### config.mk
export PLATFORM = sky130hd
export DESIGN_NAME = mem_arbiter_flat
export DESIGN_NICKNAME = d
export VERILOG_FILES = /design/src/rtl/mem_arbiter_if.sv /design/src/rtl/mem_arbiter.sv /design/src/flat_wrapper.sv
export SDC_FILE = /design/constraint.sdc
export NUM_CORES = 1
export LEC_CHECK = 0
export BUFFER_PORTS_ARGS = -buffer_cell sky130_fd_sc_hd__buf_2
export CORE_AREA = 8 8 200 202
export CTS_CLUSTER_DIAMETER = 60
export CTS_CLUSTER_SIZE = 28
export DETAILED_ROUTE_END_ITERATION = 8
export DIE_AREA = 0 0 208 210
export PLACE_DENSITY = 0.61
export SLEW_MARGIN = 5
export SYNTH_ARGS = -nofsm -noshare
export SYNTH_HDL_FRONTEND = slang
export SYNTH_SLANG_ARGS = --single-unit
### constraint.sdc
create_clock -name clk -period 2.43 [get_ports clk]
set_input_delay 0.729 -clock clk [delete_from_list [all_inputs] [get_ports clk]]
set_output_delay 0.729 -clock clk [all_outputs]
set_load 0.1 [all_outputs]
### src/rtl/mem_arbiter_if.sv
// Bus bundle between the MMIX fetch/load-store requesters, the memory arbiter
// and the memory controller. The arbiter takes the slave view; the environment takes master.
interface mem_arbiter_if;
    logic        f_read;
    logic [63:0] f_address;
    logic [1:0]  f_datasize;
    logic [63:0] f_readdata;
    logic        f_done;

    logic        d_read;
    logic        d_write;
    logic [63:0] d_address;
    logic [1:0]  d_datasize;
    logic [63:0] d_writedata;
    logic [63:0] d_readdata;
    logic        d_done;

    logic [63:0] mem_address;
    logic [1:0]  mem_datasize;
    logic        mem_read;
    logic        mem_write;
    logic [63:0] mem_writedata;
    logic [63:0] mem_readdata;
    logic        mem_done;

    modport slave (
        input  f_read, f_address, f_datasize,
        output f_readdata, f_done,
        input  d_read, d_write, d_address, d_datasize, d_writedata,
        output d_readdata, d_done,
        output mem_address, mem_datasize, mem_read, mem_write, mem_writedata,
        input  mem_readdata, mem_done
    );

    modport master (
        output f_read, f_address, f_datasize,
        input  f_readdata, f_done,
        output d_read, d_write, d_address, d_datasize, d_writedata,
        input  d_readdata, d_done,
        input  mem_address, mem_datasize, mem_read, mem_write, mem_writedata,
        output mem_readdata, mem_done
    );
endinterface

### src/rtl/mem_arbiter.sv
// Shares the single memory port between the fetch and load/store requesters,
// alternating on ties and returning a registered one-cycle done pulse to the owner.
module mem_arbiter (
    input  logic         clk,
    input  logic         reset_n,
    mem_arbiter_if.slave bus
);
    typedef enum logic [1:0] {IDLE, BUSY, DONE, WAIT} state_t;
    typedef enum logic {FETCH, DATA} port_t;

    state_t      state, state_nx;
    port_t       owner, last_grant;
    logic        f_req, d_req, any_req, grant_f, owner_req;

    logic [63:0] address_q, writedata_q, f_readdata_q, d_readdata_q;
    logic [1:0]  datasize_q;
    logic        read_q, write_q, f_done_q, d_done_q;

    always_comb begin
        f_req     = bus.f_read;
        d_req     = bus.d_read | bus.d_write;
        any_req   = f_req | d_req;
        // On a tie the port that did not win last time gets the bus.
        grant_f   = f_req & (~d_req | (last_grant == DATA));
        owner_req = (owner == FETCH) ? f_req : d_req;

        state_nx = state;
        case (state)
            IDLE:    if (any_req) state_nx = BUSY;
            BUSY:    if (bus.mem_done) state_nx = DONE;
            DONE:    state_nx = WAIT;
            WAIT:    if (!owner_req) state_nx = IDLE;
            default: state_nx = IDLE;
        endcase
    end

    always_ff @(posedge clk or negedge reset_n) begin
        if (!reset_n) state <= IDLE;
        else          state <= state_nx;
    end

    always_ff @(posedge clk or negedge reset_n) begin
        if (!reset_n) begin
            address_q    <= '0;
            datasize_q   <= '0;
            writedata_q  <= '0;
            read_q       <= 1'b0;
            write_q      <= 1'b0;
            f_readdata_q <= '0;
            d_readdata_q <= '0;
            f_done_q     <= 1'b0;
            d_done_q     <= 1'b0;
            owner        <= FETCH;
            last_grant   <= DATA;
        end else begin
            f_done_q <= 1'b0;
            d_done_q <= 1'b0;
            case (state)
                IDLE: begin
                    if (any_req) begin
                        if (grant_f) begin
                            address_q  <= bus.f_address;
                            datasize_q <= bus.f_datasize;
                            read_q     <= 1'b1;
                            owner      <= FETCH;
                            last_grant <= FETCH;
                        end else begin
                            address_q   <= bus.d_address;
                            datasize_q  <= bus.d_datasize;
                            writedata_q <= bus.d_writedata;
                            // read+write together is resolved as a write
                            read_q      <= ~bus.d_write;
                            write_q     <= bus.d_write;
                            owner       <= DATA;
                            last_grant  <= DATA;
                        end
                    end
                end
                BUSY: begin
                    if (bus.mem_done) begin
                        read_q  <= 1'b0;
                        write_q <= 1'b0;
                        if (owner == FETCH) begin
                            f_readdata_q <= bus.mem_readdata;
                            f_done_q     <= 1'b1;
                        end else begin
                            d_readdata_q <= bus.mem_readdata;
                            d_done_q     <= 1'b1;
                        end
                    end
                end
                default: ;
            endcase
        end
    end

    assign bus.mem_address   = address_q;
    assign bus.mem_datasize  = datasize_q;
    assign bus.mem_writedata = writedata_q;
    assign bus.mem_read      = read_q;
    assign bus.mem_write     = write_q;
    assign bus.f_readdata    = f_readdata_q;
    assign bus.f_done        = f_done_q;
    assign bus.d_readdata    = d_readdata_q;
    assign bus.d_done        = d_done_q;
endmodule

### src/flat_wrapper.sv
// flat-port wrapper written by rule: the top's interface ports become plain ports
module mem_arbiter_flat 
  (clk, reset_n, bus_f_read, bus_f_address, bus_f_datasize, bus_f_readdata, bus_f_done, bus_d_read, bus_d_write, bus_d_address, bus_d_datasize, bus_d_writedata, bus_d_readdata, bus_d_done, bus_mem_address, bus_mem_datasize, bus_mem_read, bus_mem_write, bus_mem_writedata, bus_mem_readdata, bus_mem_done);
  mem_arbiter_if bus_i ();
  input  logic clk;
  input  logic reset_n;
  input wire logic [$bits(bus_i.f_read)-1:0] bus_f_read;
  input wire logic [$bits(bus_i.f_address)-1:0] bus_f_address;
  input wire logic [$bits(bus_i.f_datasize)-1:0] bus_f_datasize;
  output wire logic [$bits(bus_i.f_readdata)-1:0] bus_f_readdata;
  output wire logic [$bits(bus_i.f_done)-1:0] bus_f_done;
  input wire logic [$bits(bus_i.d_read)-1:0] bus_d_read;
  input wire logic [$bits(bus_i.d_write)-1:0] bus_d_write;
  input wire logic [$bits(bus_i.d_address)-1:0] bus_d_address;
  input wire logic [$bits(bus_i.d_datasize)-1:0] bus_d_datasize;
  input wire logic [$bits(bus_i.d_writedata)-1:0] bus_d_writedata;
  output wire logic [$bits(bus_i.d_readdata)-1:0] bus_d_readdata;
  output wire logic [$bits(bus_i.d_done)-1:0] bus_d_done;
  output wire logic [$bits(bus_i.mem_address)-1:0] bus_mem_address;
  output wire logic [$bits(bus_i.mem_datasize)-1:0] bus_mem_datasize;
  output wire logic [$bits(bus_i.mem_read)-1:0] bus_mem_read;
  output wire logic [$bits(bus_i.mem_write)-1:0] bus_mem_write;
  output wire logic [$bits(bus_i.mem_writedata)-1:0] bus_mem_writedata;
  input wire logic [$bits(bus_i.mem_readdata)-1:0] bus_mem_readdata;
  input wire logic [$bits(bus_i.mem_done)-1:0] bus_mem_done;
  assign bus_i.f_read = bus_f_read;
  assign bus_i.f_address = bus_f_address;
  assign bus_i.f_datasize = bus_f_datasize;
  assign bus_f_readdata = bus_i.f_readdata;
  assign bus_f_done = bus_i.f_done;
  assign bus_i.d_read = bus_d_read;
  assign bus_i.d_write = bus_d_write;
  assign bus_i.d_address = bus_d_address;
  assign bus_i.d_datasize = bus_d_datasize;
  assign bus_i.d_writedata = bus_d_writedata;
  assign bus_d_readdata = bus_i.d_readdata;
  assign bus_d_done = bus_i.d_done;
  assign bus_mem_address = bus_i.mem_address;
  assign bus_mem_datasize = bus_i.mem_datasize;
  assign bus_mem_read = bus_i.mem_read;
  assign bus_mem_write = bus_i.mem_write;
  assign bus_mem_writedata = bus_i.mem_writedata;
  assign bus_i.mem_readdata = bus_mem_readdata;
  assign bus_i.mem_done = bus_mem_done;
  mem_arbiter u_core (.clk(clk), .reset_n(reset_n), .bus(bus_i));
endmodule
==> results, run 1 <==
- Setup slack closes at between 0.2 and 0.3 ns.
- The post-detailed-route wirelength per cell is approximately 20 um.
- The flop-to-flop setup slack is approximately 0.48 ns.
- The met2 track demand over resource is 0.279.
- The number of hold violations in the final report is 0.
- The number of different library cells in the post-synthesis netlist is 36.
- The net count after synthesis is 1095.
- By count the netlist is led by dfrtp_1 (265), mux2_2 (155), nor2_1 (68).
- In this run the worst setup path begins at u_core.bus.mem_address[44].
- In this run the number of cells on the critical path is 1.
- The post-cts gate resize count is 0.
- The cell sitting at the root of the clock tree is a clkbuf_16.
- The post-placement cell count is 1784.
- The synthesized netlist occupies a cell area of around 0.011 mm^2.
- The data arrival time of the critical path is approximately 1.4 ns.
- Each instance of the synthesized netlist takes up on average ~13 um^2.
- The count of buffer and inverter cells on the critical path is 1.
- The congestion estimate from routability-driven global placement came to about 0.8.
- The floorplan core area is between 0.03 and 0.04 mm^2.
- The clock sink count is between 200 and 300.
- Setup repair after global routing left no endpoint under its margin.
- Of all flip-flops after synthesis, the portion carrying an async set or reset was 1.00.
- The top fanout value on the critical path is 2.
- The number of setup buffers added after CTS is 0.
- For the pin with the worst max-slew slack, the measured transition is between 0.5 and 0.6 ns.
- The post-DP HPWL is approximately 28 mm.
- In the post-synthesis netlist, the biggest area contributors are dfrtp_1 (61%), mux2_2 (16%), mux2_4 (5.2%).
- The die covers between 0.04 and 0.05 mm^2.
- The CTS tree is yes.
- The multi-input gate area in the final layout is between 0.003 and 0.004 mm^2.
- The share of the synthesized area in the top cell type is 0.609.
- The CTS clock-pin slew for the worst setup and hold paths is 0.07 ns.
- The horizontal extent of the die is ~210 um.
- STA puts the critical path data required time at 1.70 ns.
- The critical path ends at bus_mem_address[44].
- Clock tree synthesis inserted a total of 26 buffers.
- The met1 global-route usage is 0.184.
- In this design, the stage delay of the slowest critical-path cell is approximately 0.46 ns.
- The number of antenna violations at the first check in global routing came to 6.
- The tool flagged a number of max-cap violations equal to 0.
- The post-layout minimum cycle time is between 2 and 2.5 ns.
- Synthesis inferred ~270 register bits.
- The signal on the critical path passes through buf_2.
- Entering global routing, the biggest net connects 67 pins.
- The count of input and output buffers is 527.
- The kind of start point of the critical path is a flip-flop.
- For this configuration, the core starts out at a cell density of 0.295.
- The met3 track demand over resource is 0.0527.
- In this design, the largest share of critical-path delay is due to buffers and inverters.
- After detailed routing, the number of vias per cell comes to 4.78.
- The top-level port count is 528.
- The number of cells on the worst reg-to-reg path is 6.
- In the synthesized netlist the dominant register cell turns out to be dfrtp_1.
- The post-route non-filler standard cell count is ~1800.
- The total negative slack is 0 ns.
- Registers take between 0.006 and 0.007 mm^2.
- In this run, synthesis inferred 0 flip-flops with an integrated enable.
- Fill cells in the final layout number approximately 3600.
- The combined global-route utilization of all metal layers is 0.162.
- From bottom edge to top edge, the die measures around 210 um.
- For this block, the initial DRC count from the detailed router was 445.
- The total congestion overflow is 0.
- After global routing, the most crowded layer is met2.
- Yosys printed 0 warnings.
- The minimum setup slack after placement is 0.354 ns.
- The number of detailed-routing iterations run before antenna repair is 4.
- The clock passes through at most 3 buffers.
- The first global-routing pass estimated between 50 and 60 mm of wire.
- The clock skew after layout is 0.0151 ns.
- The signed area change from the synthesized netlist to the final layout is 38.5%.
- The share of the clock period used by the worst path after layout is 0.879.
- The path class of the lowest-slack min-delay path is input port to async pin.
- After floorplanning, the core was divided into 71 placement rows.
- The total via count in the routed design is ~9000.
- Summed over all instances, the cell type with the most area after synthesis is dfrtp_1.
- The flow ran to the end, and the final reports show no timing, DRC or antenna violations.
- The layout cell share with drive strength beyond 1 is 0.586.
- The critical path is of the flip-flop to output pin type.
- Measured against its own limit, the worst slew margin works out to 0.626.
- The number of slew-limit violations in the final report was 0.
- The count of nets left with antenna violations once routing finished came out at 0.
- The startpoint identified for the worst register-to-register timing path is u_core.state[0].
- Hold is met by 0.0995 ns.
- Counting every instance in the synthesized netlist gives 825.
- The via count of the first global-routing pass is approximately 9600.
- The worst register-to-register path ends at u_core.bus.mem_writedata[4].
- In this run the number of H-tree levels came out at 1.
- At the end of the flow, the number of nets in the layout was ~1600.
- On the critical path, the stage with the largest delay is an instance of buf_2.
- The endpoint kind of the worst setup timing path is an output pin.
- The clock reaches the later pin of the worst-skew pair after roughly 0.55 ns.
- The DRC violations left is 0.
- The setup-violating endpoint count in the final report is 0.
- The share of the yosys chip area belonging to registers is 0.612.
- The final layout contains routed wiring with a total length of 37.1 mm.
- After clock tree synthesis, the flow added hold-fix buffers numbering 0.
- Among all cell types in the netlist, the one instantiated most often is dfrtp_1.
- The highest achievable clock rate is 468 MHz.
[per-layer routing]
| layer | up-vias | share of wire |
|---|---|---|
| li1 | 3992 | - |
| met1 | 4322 | 0.38 |
| met2 | 395 | 0.50 |
| met3 | 68 | 0.088 |
| met4 | 0 | 0.033 |
| met5 | - | 0 |
[state kept, by name, indices dropped and copies added (netlist names)]
signal	cells
u_core.bus.f_done	1
u_core.bus.mem_address	64
u_core.state	2
u_core.bus.mem_read	1
u_core.bus.d_readdata	64
u_core.bus.f_readdata	64
u_core.bus.d_done	1
u_core.bus.mem_datasize	2
u_core.bus.mem_writedata	64
u_core.bus.mem_write	1
u_core.owner	1
u_core.last_grant	1
[worst register-to-register path, delay by kind of cell (launching register included)]
family / cells / cell delay (ns)
compound gates: 2 / 0.31
fa+ha+maj: 1 / 0.31
buf+inv: 2 / 0.38
flops: 1 / 0.39
mux: 1 / 0.45
[how the worst min path moves through the flow]
stage	cells after the start	endpoint	slack [ns]
floorplan	0	u_core.bus.d_done	0.43
global placement	2	u_core.last_grant	0.48
detailed placement	2	u_core.last_grant	0.48
CTS	1	u_core.bus.d_readdata[31]	0.09
global route	1	u_core.bus.d_readdata[31]	0.1
finish	1	u_core.bus.d_readdata[31]	0.1
[final cells by class]
| type | count | share of cell area |
|---|---|---|
| flip-flops and latches | 266 | 0.442 |
| multi-input cells | 488 | 0.260 |
| repair buffers | 549 | 0.195 |
| clock buffers | 33 | 0.0483 |
| well taps | 474 | 0.0393 |
| clock inverters | 15 | 0.0137 |
| inverters | 7 | 0.00174 |
| diodes | 5 | 0.000830 |
[cell families after synthesis]
group | synth area share
DFF | 0.612
AOI/OAI and AO/OA | 0.110
muxes | 0.213
and+or+nand+nor | 0.0299
buffers and inverters | 0.0314
adders and majority gates | 0.00460
[through the flow]
stage	util	area, um^2
final	0.408	15100
after global routing	0.408	15100
after CTS	0.408	15100
after detailed placement	0.382	14100
after global placement	0.382	14100
after floorplan	-	10900
[cell usage in the layout, fill, tap and decap left out, types with 2 or more instances in the layout]
cell	count
mux2_2	155
bufinv_16	3
inv_1	6
a31oi_1	66
buf_4	12
dfrtp_1	265
inv_6	5
clkbuf_1	3
nand3b_1	2
diode_2	5
clkbuf_8	3
clkbuf_16	27
o21ai_1	7
o21ai_0	59
clkinvlp_4	3
clkinv_4	2
nand2_1	4
a21oi_1	67
ha_1	4
buf_12	10
buf_2	526
mux2_4	38
nor2_1	68
Power of run 1 is not shown: default switching activity piles up to over one toggle a cycle in this logic, so the estimate is an artifact.
==> run 2, diff against run 1 <==
Settings changed: CTS_BUF_LIST from default to sky130_fd_sc_hd__clkbuf_8.
==> run 2 against run 1 <==
- clock skew is 0.011 ns higher
- core utilization is 0.83 points lower
- final area is 2.0% lower
- sequential cell count stayed put
- first-iteration DRC count is 11% higher
- wire length is 0.13% higher
- worst hold slack worse by 0.043 ns
- critical path depth stayed put
- critical endpoint is now bus_mem_address[51]
- largest cell class unchanged
- final cell count hardly changed
==> results, run 2 (synthesis gave the netlist of run 1 again) <==
- Status: finished, final reports clean (unchanged).
- The launch instance of the worst register-to-register path was u_core.state[0] (unchanged).
- The multi-input gate area in the final layout is 0.00392 mm^2 (unchanged).
- The endpoint kind of the worst setup timing path is an output pin (unchanged).
- The number of buffers inserted during clock tree synthesis is 26 (unchanged).
- The die area was 0.0437 mm^2 (unchanged).
- The vertical die dimension was 210 um (unchanged).
- Unrepaired setup endpoints after global routing: false (unchanged).
- The starting DRC count in detailed routing is 494 (was 445).
- The number of nets still failing antenna checks after routing is 0 (unchanged).
- The number of rows in the core area came to 71 (unchanged).
- The root buffer selected by CTS is clkbuf_8 (was clkbuf_16).
- Commonest cells after routing, fill and taps aside: buf_2 (526), dfrtp_1 (265), mux2_2 (155) (unchanged).
- The post-detailed-route wirelength per cell is 20.2 um (about the same).
- The gate family responsible for the most delay along the worst path is buffers and inverters (unchanged).
- The CTS clock-pin slew for the worst setup and hold paths is 0.11 ns (was 0.07 ns).
- The routed wire length is 37.2 mm (was 37.1 mm).
- The total via count in the routed design was 8758 (was 8777).
- The launching element of the worst setup path is u_core.bus.mem_address[51] (was u_core.bus.mem_address[44]).
- The total negative slack is 0 ns (unchanged).
- The floorplan core area was 0.0370 mm^2 (unchanged).
- The number of slew-limit violations in the final report is 0 (unchanged).
- The sequential cell area in the final layout is 0.00666 mm^2 (unchanged).
- The kind of start point of the critical path is a flip-flop (unchanged).
- The number of detailed-routing iterations run before antenna repair is 5 (was 4).
- The top-level port count was 528 (unchanged).
- The count of buffer and inverter cells on the critical path is 1 (unchanged).
- The post-layout minimum cycle time is 2.18 ns (was 2.14 ns).
- The critical path start-end classification is flip-flop to output pin (unchanged).
- The horizontal extent of the die is 208 um (unchanged).
- The number of antenna violations at the first check in global routing is 5 (was 6).
- The clock sink count is 266 (unchanged).
- The commonest non-fill, non-tap cell in the layout is buf_2 (unchanged).
- The slowest cell on the critical path was buf_2 (unchanged).
- The largest net degree at the start of global routing was 67 (unchanged).
- The layout cell share with drive strength beyond 1 is 0.586 (unchanged).
- The number of buffers added to fix hold violations after cts came to 0 (unchanged).
- The actual transition at the worst max-transition pin is 0.602 ns (was 0.565 ns).
- The data arrival time of the critical path came to 1.45 ns (was 1.41 ns).
- The post-DP HPWL came to 27.7 mm (unchanged).
- The post-cts gate resize count came to 0 (unchanged).
- The DRC violations left came to 0 (unchanged).
- The count of input and output buffers came to 527 (unchanged).
- The top fanout value on the critical path was 2 (unchanged).
- The H-tree depth is 1 (unchanged).
- The wire length of the first global-routing pass was 56.8 mm (was 57.0 mm).
- The highest achievable clock rate is 458 MHz (was 468 MHz).
- The total congestion overflow came to 0 (unchanged).
- The filler cell count in the final layout is 3641 (was 3601).
- The vias per cell is 4.77 (was 4.78).
- The CTS tree is yes (unchanged).
- The number of hold violations in the final report came to 0 (unchanged).
- The combined global-route utilization of all metal layers is 0.161 (was 0.162).
- The maximum single-stage delay on the critical path is 0.46 ns (about the same).
- The share of the clock period used by the worst path after layout came to 0.898 (was 0.879).
- The layout net count is 1608 (unchanged).
- The required time of the critical path is 1.70 ns (about the same).
- The clock insertion delay at the later pin of the skew report came to 0.58 ns (was 0.55 ns).
- The number of setup buffers added after CTS is 0 (unchanged).
- The via count of the first global-routing pass is 9582 (was 9619).
- The initial core utilization is 0.295 (unchanged).
- The last weighted congestion value of the routability-driven placer was 0.802 (unchanged).
- The path class of the lowest-slack min-delay path is input port to async pin (unchanged).
- Cells along the critical path: buf_2 (unchanged).
- The setup-violating endpoint count in the final report is 0 (unchanged).
- The clock tree buffer depth was 3 (unchanged).
- The tightest hold margin is 0.0565 ns (was 0.0995 ns).
- The signed area change from the synthesized netlist to the final layout is 35.7% (was 38.5%).
- The clock skew after layout came to 0.0257 ns (was 0.0151 ns).
- The max capacitance violation total is 0 (unchanged).
- The worst-case headroom to the max-slew limit is 0.601 (was 0.626).
[run 2: worst paths after layout]
path / to / slack, ns / depth (start not counted)
setup / recovery: bus_mem_address[51] / 0.25 / 1
hold / removal: u_core.bus.d_readdata[0] / 0.06 / 1
setup reg to reg: u_core.bus.mem_writedata[4] / 0.47 / 6
hold reg to reg: u_core.last_grant / 0.49 / 2
max in group asynchronous: u_core.bus.d_readdata[8] / 1.62 / 2
min in group clk: u_core.bus.mem_writedata[6] / 0.37 / 2
[run 2: layout make-up]
| type | instances | share of cell area |
|---|---|---|
| diodes | 4 | 0.000678 |
| clock buffers | 30 | 0.0280 |
| clock inverters | 18 | 0.0147 |
| inverters | 7 | 0.00178 |
| multi-input cells | 488 | 0.265 |
| flip-flops and latches | 266 | 0.451 |
| well taps | 474 | 0.0402 |
| repair buffers | 549 | 0.199 |
[run 2: stage by stage]
stage	area, um^2	util	setup WS [ns]	instances
final	14800	0.400	0.247	1836
after detailed placement	14100	0.382	0.354	1784
after CTS	14800	0.399	0.172	1832
after global routing	14800	0.400	0.158	1836
after global placement	14100	0.382	0.367	1784
after floorplan	10900	-	0.461	825
[run 2: metal layers]
metal	global-route usage	vias to the layer above	routed length, um
met5	0	-	0
met4	0.0609	0	1090
met3	0.0514	61	3040
met2	0.279	406	18600
met1	0.185	4305	14400
li1	-	3986	-
[run 2: worst register-to-register path, cell delays in order (launching register included)]
cell and delay [ns]:
dfrtp_1 0.40, inv_1 0.08, ha_1 0.31, a21boi_2 0.22, o21ai_4 0.09, buf_12 0.30, mux2_2 0.45
Power of run 2 is left out for the same reason.
